--- src/rtl/core_hazard_pkg.sv ---
// Shared definitions for the 5-stage core hazard logic: stage indices,
// stall cause codes, per-stage hold/bubble masks and the controller FSM states.
package core_hazard_pkg;

    localparam int STG_IF     = 0;
    localparam int STG_ID     = 1;
    localparam int STG_EX     = 2;
    localparam int STG_MEM    = 3;
    localparam int STG_WB     = 4;
    localparam int NUM_STAGES = 5;

    typedef enum logic [2:0] {
        CAUSE_NONE    = 3'd0,
        CAUSE_CACHE   = 3'd1,
        CAUSE_BUSY    = 3'd2,
        CAUSE_BRANCH  = 3'd3,
        CAUSE_LOADUSE = 3'd4
    } cause_e;

    typedef enum logic [1:0] {
        RUN   = 2'd0,
        MISS  = 2'd1,
        FLUSH = 2'd2
    } hz_state_e;

    // Bit i of each mask is stage i (IF in the LSB).
    localparam logic [NUM_STAGES-1:0] MASK_ALL   = 5'b11111;
    localparam logic [NUM_STAGES-1:0] MASK_IF_EX = 5'b00111;
    localparam logic [NUM_STAGES-1:0] MASK_IF_ID = 5'b00011;
    localparam logic [NUM_STAGES-1:0] MASK_EX    = 5'b00100;
    localparam logic [NUM_STAGES-1:0] MASK_MEM   = 5'b01000;

endpackage

--- src/rtl/hazard_loaduse_cmp.sv ---
// Load-use detector: a load in EX whose destination matches any live ID source.
// Register 0 is hard-wired, so it never creates a dependency.
module hazard_loaduse_cmp #(
    parameter int NUM_SRC    = 2,
    parameter int REG_ADDR_W = 5
) (
    input  logic [NUM_SRC-1:0]            id_src_valid_i,
    input  logic [NUM_SRC*REG_ADDR_W-1:0] id_src_addr_i,
    input  logic                          ex_mem_read_i,
    input  logic [REG_ADDR_W-1:0]         ex_rd_i,
    output logic                          load_use_o
);

    logic src_hit;

    always_comb begin
        src_hit = 1'b0;
        for (int i = 0; i < NUM_SRC; i++) begin
            if (id_src_valid_i[i] && (id_src_addr_i[i*REG_ADDR_W +: REG_ADDR_W] == ex_rd_i)) begin
                src_hit = 1'b1;
            end
        end
    end

    assign load_use_o = ex_mem_read_i && (ex_rd_i != '0) && src_hit;

endmodule

--- src/rtl/hazard_ctrl.sv ---
// Pipeline hazard controller: per-stage hold/bubble vectors by fixed priority,
// branch-flush sequencer that survives cache misses, miss timeout and stall counter.
module hazard_ctrl
    import core_hazard_pkg::*;
#(
    parameter int NUM_CACHE    = 2,
    parameter int NUM_SRC      = 2,
    parameter int REG_ADDR_W   = 5,
    parameter int BR_PENALTY   = 2,
    parameter int MISS_TIMEOUT = 256,
    parameter int CNT_W        = 32
) (
    input  logic                          clk,
    input  logic                          rst_n,
    input  logic [NUM_CACHE-1:0]          cache_ready,
    input  logic [NUM_SRC-1:0]            id_src_valid,
    input  logic [NUM_SRC*REG_ADDR_W-1:0] id_src_addr,
    input  logic                          ex_mem_read,
    input  logic [REG_ADDR_W-1:0]         ex_rd,
    input  logic                          ex_branch_taken,
    input  logic                          ex_busy,
    input  logic                          cnt_clr,
    input  logic                          err_clr,
    output logic [NUM_STAGES-1:0]         stall_o,
    output logic [NUM_STAGES-1:0]         flush_o,
    output logic                          stall,
    output logic [2:0]                    cause_o,
    output logic [CNT_W-1:0]              stall_cnt_o,
    output logic                          timeout_err_o
);

    localparam int FC_W = (BR_PENALTY > 1) ? $clog2(BR_PENALTY) : 1;
    localparam int MC_W = $clog2(MISS_TIMEOUT + 1);
    localparam logic [MC_W-1:0] MISS_LIMIT = MC_W'(MISS_TIMEOUT);
    localparam logic [FC_W-1:0] FLUSH_LOAD = FC_W'(BR_PENALTY - 1);

    hz_state_e       state_q, state_d;
    logic [FC_W-1:0] flush_cnt_q, flush_cnt_d;
    logic [MC_W-1:0] miss_cnt_q, miss_cnt_d;
    logic [CNT_W-1:0] stall_cnt_q, stall_cnt_d;
    logic            err_q, err_d;

    logic            cache_miss;
    logic            load_use;
    logic            flush_pending;
    logic [NUM_STAGES-1:0] stall_v, flush_v;
    cause_e          cause_v;

    hazard_loaduse_cmp #(
        .NUM_SRC    (NUM_SRC),
        .REG_ADDR_W (REG_ADDR_W)
    ) u_loaduse (
        .id_src_valid_i (id_src_valid),
        .id_src_addr_i  (id_src_addr),
        .ex_mem_read_i  (ex_mem_read),
        .ex_rd_i        (ex_rd),
        .load_use_o     (load_use)
    );

    assign cache_miss = ~&cache_ready;
    // Flush cycles still owed; also true in MISS so the first ready cycle resumes flushing.
    assign flush_pending = (state_q != RUN) && (flush_cnt_q != '0);

    always_comb begin
        stall_v = '0;
        flush_v = '0;
        cause_v = CAUSE_NONE;
        if (!rst_n) begin
            cause_v = CAUSE_NONE;
        end else if (cache_miss) begin
            stall_v = MASK_ALL;
            cause_v = CAUSE_CACHE;
        end else if (ex_busy) begin
            stall_v = MASK_IF_EX;
            flush_v = MASK_MEM;
            cause_v = CAUSE_BUSY;
        end else if (ex_branch_taken || flush_pending) begin
            flush_v = MASK_IF_ID;
            cause_v = CAUSE_BRANCH;
        end else if (load_use) begin
            stall_v = MASK_IF_ID;
            flush_v = MASK_EX;
            cause_v = CAUSE_LOADUSE;
        end
    end

    always_comb begin
        state_d     = state_q;
        flush_cnt_d = flush_cnt_q;
        if (cache_miss) begin
            state_d = MISS;
        end else if (ex_busy) begin
            if (state_q == MISS) begin
                state_d = (flush_cnt_q != '0) ? FLUSH : RUN;
            end
        end else if (ex_branch_taken) begin
            flush_cnt_d = FLUSH_LOAD;
            state_d     = (BR_PENALTY > 1) ? FLUSH : RUN;
        end else if (flush_pending) begin
            flush_cnt_d = flush_cnt_q - 1'b1;
            state_d     = (flush_cnt_q == FC_W'(1)) ? RUN : FLUSH;
        end else begin
            state_d = RUN;
        end
    end

    always_comb begin
        miss_cnt_d = '0;
        if (cache_miss) begin
            miss_cnt_d = (miss_cnt_q == MISS_LIMIT) ? miss_cnt_q : miss_cnt_q + 1'b1;
        end
        err_d = err_q;
        if (cache_miss && (miss_cnt_d == MISS_LIMIT)) begin
            err_d = 1'b1;
        end else if (err_clr) begin
            err_d = 1'b0;
        end
        stall_cnt_d = stall_cnt_q;
        if (cnt_clr) begin
            stall_cnt_d = '0;
        end else if ((stall_v != '0) && (stall_cnt_q != '1)) begin
            stall_cnt_d = stall_cnt_q + 1'b1;
        end
    end

    always_ff @(posedge clk or negedge rst_n) begin
        if (!rst_n) begin
            state_q     <= RUN;
            flush_cnt_q <= '0;
            miss_cnt_q  <= '0;
            stall_cnt_q <= '0;
            err_q       <= 1'b0;
        end else begin
            state_q     <= state_d;
            flush_cnt_q <= flush_cnt_d;
            miss_cnt_q  <= miss_cnt_d;
            stall_cnt_q <= stall_cnt_d;
            err_q       <= err_d;
        end
    end

    assign stall_o       = stall_v;
    assign flush_o       = flush_v;
    assign stall         = |stall_v;
    assign cause_o       = cause_v;
    assign stall_cnt_o   = stall_cnt_q;
    assign timeout_err_o = err_q;

endmodule

--- config.mk ---
export PLATFORM = sky130hd
export DESIGN_NAME = hazard_ctrl
export DESIGN_NICKNAME = d
export VERILOG_FILES = /design/src/rtl/core_hazard_pkg.sv /design/src/rtl/hazard_loaduse_cmp.sv /design/src/rtl/hazard_ctrl.sv
export SDC_FILE = /design/constraint.sdc
export NUM_CORES = 1
export LEC_CHECK = 0
export ABC_CLOCK_PERIOD_IN_PS = 2530
export CORE_UTILIZATION = 28
export DETAILED_ROUTE_END_ITERATION = 10
export PLACE_DENSITY = 0.48
export SLEW_MARGIN = 20
export SYNTH_ARGS = -nofsm -noshare
export SYNTH_HDL_FRONTEND = slang
export SYNTH_SLANG_ARGS = --single-unit
--- constraint.sdc ---
create_clock -name clk -period 2.53 [get_ports clk]
set_input_delay 0.3795 -clock clk [delete_from_list [all_inputs] [get_ports clk]]
set_output_delay 0.3795 -clock clk [all_outputs]
set_load 0.02 [all_outputs]
# After elaboration in Yosys (flattened, before gate mapping)
# Cells that the tools add are included.
# classes
addsub	3
eq_ne	7
muxes	32
bitwise_logic	1
reduce_logical	18
# op_table
op	n
$mux 32	2
$add 32x1->32 const B	1
$ne 32x32->1 const B	1
$mux 3	8
$eq 9x9->1 const B	2
$mux 2	9
$mux 9	2
$mux 5	3
$eq 5x5->1	2
$reduce_bool 5->1	2
$add 9x1->9 const B	1
$mux 4	2
$reduce_bool 2->1	4
$logic_and 1x1->1	7
$mux 1	6
$reduce_or 5->1	1
$reduce_and 4->1	1
$ne 3x2->1 const B	1
$eq 2x1->1 const B	1
$reduce_and 2->1	1
$logic_not 1->1	1
$logic_or 1x1->1	1
$not 1->1	1
$sub 1x1->1 const B	1
# word_totals
register_bits	45
in_bits	26
wordCells	66

# Logic depth before layout (Yosys ltp)
# depth
ltp_word	14
ltp_mapped	10
mapped_depth_nobuf	7

# Modules after synthesis
# Synthesis repeated with hierarchy kept, for this count alone.
# unflattened
hier_cells	303
hier_area_um2	2731.4
# by_module_without_submodules
module	instances	cells_per_inst	area_per_inst_um2
hazard_ctrl	1	286	2597.5
hazard_loaduse_cmp	1	17	133.9

# Least setup slack after synthesis
# Ideal clock, no wire load.
# synth_timing
path_type	register to register
start	reg stall_cnt_q[0] (netlist: stall_cnt_o[0])
end	reg stall_cnt_q[1] (netlist: stall_cnt_o[1])
t_arrival_ns	2.167
t_required_ns	2.398
path_slack_ns	0.231
path_stages_with_launch	11
path_buffers	3
synth_period_minus_slack_ns	2.299
cell_sequence	dfrtp_1 -> ha_1 -> nand2_1 -> or4_1 -> buf_2 -> nand4b_1 -> nand3_2 -> buf_4 -> buf_4 -> mux2i_1 -> nor2_1
# synth_between
elab_chain_cells	3
word_cells_on_any_way	6
cone_classes	add/sub (1); eq/ne (1); mux (2); reduce/logical (2)
# synth_lines
element	line	text
from (decl)	hazard_ctrl.sv:40	logic [CNT_W-1:0] stall_cnt_q, stall_cnt_d;
from (signal assigned)	hazard_ctrl.sv:137	stall_cnt_q <= stall_cnt_d;
$add 32x1->32 / $ne 32x32->1 (equally long branches)	hazard_ctrl.sv:122, hazard_ctrl.sv:121	
$mux 32 / $logic_and 1x1->1 (equally long branches)	hazard_ctrl.sv:121	end else if ((stall_v != '0) && (stall_cnt_q != '1)) begin
$mux 32 / $reduce_bool 2->1 (equally long branches)	-	
# Several ways; a longest one is shown, not always the timed one. The select of a mux whose other input is x is not followed.
# A chain may end at the register's enable or synchronous reset.

# Worst setup path in the final report
# layout_timing
start	in cache_ready[0]
end	out flush_o[1]
# layout_between
elab_chain_cells	3
# layout_lines
element	line	text
from (decl)	hazard_ctrl.sv:15	input logic [NUM_CACHE-1:0] cache_ready,
$reduce_and 2->1	hazard_ctrl.sv:60	assign cache_miss = ~&cache_ready;
$mux 4	hazard_ctrl.sv:70	end else if (cache_miss) begin
$mux 5	hazard_ctrl.sv:68	if (!rst_n) begin
to (decl)	hazard_ctrl.sv:25	output logic [NUM_STAGES-1:0] flush_o,
# Every way passes these cells.

==> reports/results.ini <==
[grt]
grt_pass1_vias=2474
use_met1=0.200
busiest_layer=met2
grt_use_met2=0.246
use_met3=0.0251
grt_antenna_before_repair=0
grt_max_degree=24
grt_usage=0.148
gr-total-overflow=0
grt_pass1_wl_mm=12.0

[synth]
seq_area_frac_synth=0.416
syn-instance-count=306
ys.flop_type=dfrtp_1
synth-edff-count=0
avgSynthCellArea_um2=8.86
netlist_area_um2=2710
synth.area.top_cells=dfrtp_1 (42%), a21oi_1 (5.5%), or4_1 (5.0%), xnor2_1 (4.8%), nand3_1 (3.9%)
yosys_warnings=0
yosysTopAreaCell=dfrtp_1
synth-seq-cells=45
async_flop_share=1.00
synth_cell_type_count=44
synth_fp_nets=335
synth_top_area_frac=0.416

[flow_run]
drv_cap=0

[route]
antenna_left=0
route.vias.total=2533
wl_per_cell_um=13.5
drtIter0Drc=72
via_per_inst=4.84
drt_first_pass_iters=5
drc=0
finalWirelength_mm=7.05

[timing]
timing.final.crit_share=0.934
fmax_mhz=423
slew_violations=0
setup_violations=0
hold_viol=0
fin_skew_ps=10.9
fin_crit_ps=2360
rsz0062_at_grt=false

[placement]
post-dp-hpwl_mm=5.40
gp_congestion=0.705
numPortBuffers=71

[power_and_ir_drop]
p_leak_nw=1.41
ir_drop_v=0.000224
power_density_nw_per_um2=412
power.total_mw=1.55

[setup_path]
crit_start=cache_ready[0]
critPathKind=primary input to output pin
path_cells=clkdlybuf4s50_1 > and2_1 > nand2_1 > nor3_1 > clkdlybuf4s50_1
endpoint_kind=output pin
startpoint_type=primary input
reg2regPathDepth=8
arrival_ps=1980
worstPathMaxFanout=3
required_ps=2150
rr_endpoint=stall_cnt_o[13]$_DFFE_PN0P_
rrSetupSlack_ps=190
critPathMostFrequentCell=clkdlybuf4s50_1
timing.rr.start=state_q[0]$_DFFE_PN0P_
crit_end=flush_o[1]
critical-path-max-stage-delay_ps=660
critPathSlowestCell=clkdlybuf4s50_1

[clocking]
clock_latency_ps=300
clkSinkCount=45
cts_buffer_depth=2
postCtsSetupBuffers=0
h-tree-depth=2
cts_buffers=5
ctsRootBufferMaster=clkbuf_8
cts_hold_buf=0
path_clk_slew_ps=80
cts_tree=done

[die]
io_pins=73
start_util=0.291
die_area_um2=10100
die_h_um=100
design.core.area_um2=9330
num_rows=35
die_x_um=100

[finish]
layout_common_cells=clkdlybuf4s50_1 (65), dfrtp_1 (45), a21oi_1 (30)
final_common_cell=clkdlybuf4s50_1
area_growth_pct=38.5
diodes=0
drive_gt1_frac=0.137
n_fill_cell=978
nNetsFinal=422
fin_util=0.402

[min_path]
hold_class=primary input to asynchronous set/reset pin

[outcome]
outcome=finished clean

routing by layer:
| metal | vias to the layer above | share of wire |
|---|---|---|
| li1 | 1285 | - |
| met1 | 1190 | 0.49 |
| met2 | 51 | 0.47 |
| met3 | 7 | 0.034 |
| met4 | 0 | 0.012 |
| met5 | - | 0 |
power by group:
group,switching [mW],internal [mW]
combinational,0.168,0.150
sequential,0.0371,0.751
clock,0.246,0.196
total,0.451,1.10
layout make-up:
class | count | area, µm² | share of cell area
multi-input combinational | 235 | 1470 | 0.390
sequential | 45 | 1130 | 0.300
timing repair buffer | 99 | 891 | 0.237
tap | 129 | 161 | 0.0430
clock buffer | 7 | 76.3 | 0.0203
inverter | 7 | 26.3 | 0.00700
clock inverter | 1 | 7.51 | 0.00200
synth_stat cells (all sizes together) (7+ instances only):
master   n
nor2    25
o31ai   14
clkbuf   7
xnor2   15
nand2   27
a21oi   30
o21ai   16
nor3     7
or4     19
nand4    7
nand3   24
inv      7
buf     12
or3     13
dfrtp   45
sequential cells by signal, summed over array words and instances (netlist names):
register and count:
flush_cnt_q 1, miss_cnt_q 9, state_q 2, stall_cnt_o 32
timeout_err_o 1
repair_timing:
item / CTS / global route
pin swaps: 0 / 0
setup endpoints to repair: 5 / 16
resized for setup: 6 / 14
worst max-delay path: cells and delay by family:
kind	cells	cell delay [ps]
buffers and inverters	2	1130
and+or+nand+nor	3	480
metrics by stage:
stage	cells	area [µm²]	TNS, ps	worst slack (ps)	hold slack, ps
after floorplan	306	2710	0	231	83.9
after global placement	515	3670	-2830	-197	451
after detailed placement	515	3670	-3760	-275	436
after CTS	523	3750	0	20.6	116
after global routing	523	3750	0	9.36	115
final	523	3750	0	167	113
cell families after synthesis:
group | after synthesis | synth area share
multiplexers | 4 | 0.0162
AO/OA/AOI/OAI | 66 | 0.146
adder cells (fa/ha/maj) | 3 | 0.0139
other | 1 | 0.00138
XOR/XNOR | 20 | 0.0646
buffers and inverters | 26 | 0.0522
flip-flops | 45 | 0.416
AND/OR/NAND/NOR | 141 | 0.290
worst min path at each step:
| stage | startpoint | slack (ps) | to | depth (start not counted) |
|---|---|---|---|---|
| finish | rst_n | 110 | miss_cnt_q[2]$_DFF_PN0_ | 2 |
| floorplan | rst_n | 80 | flush_cnt_q$_DFFE_PN0P_ | 0 |
| detailed placement | rst_n | 440 | state_q[1]$_DFFE_PN0P_ | 2 |
| global route | rst_n | 120 | miss_cnt_q[2]$_DFF_PN0_ | 2 |
| global placement | rst_n | 450 | state_q[1]$_DFFE_PN0P_ | 2 |
| CTS | rst_n | 120 | miss_cnt_q[1]$_DFF_PN0_ | 2 |
Power figures use the tool's default switching activity.
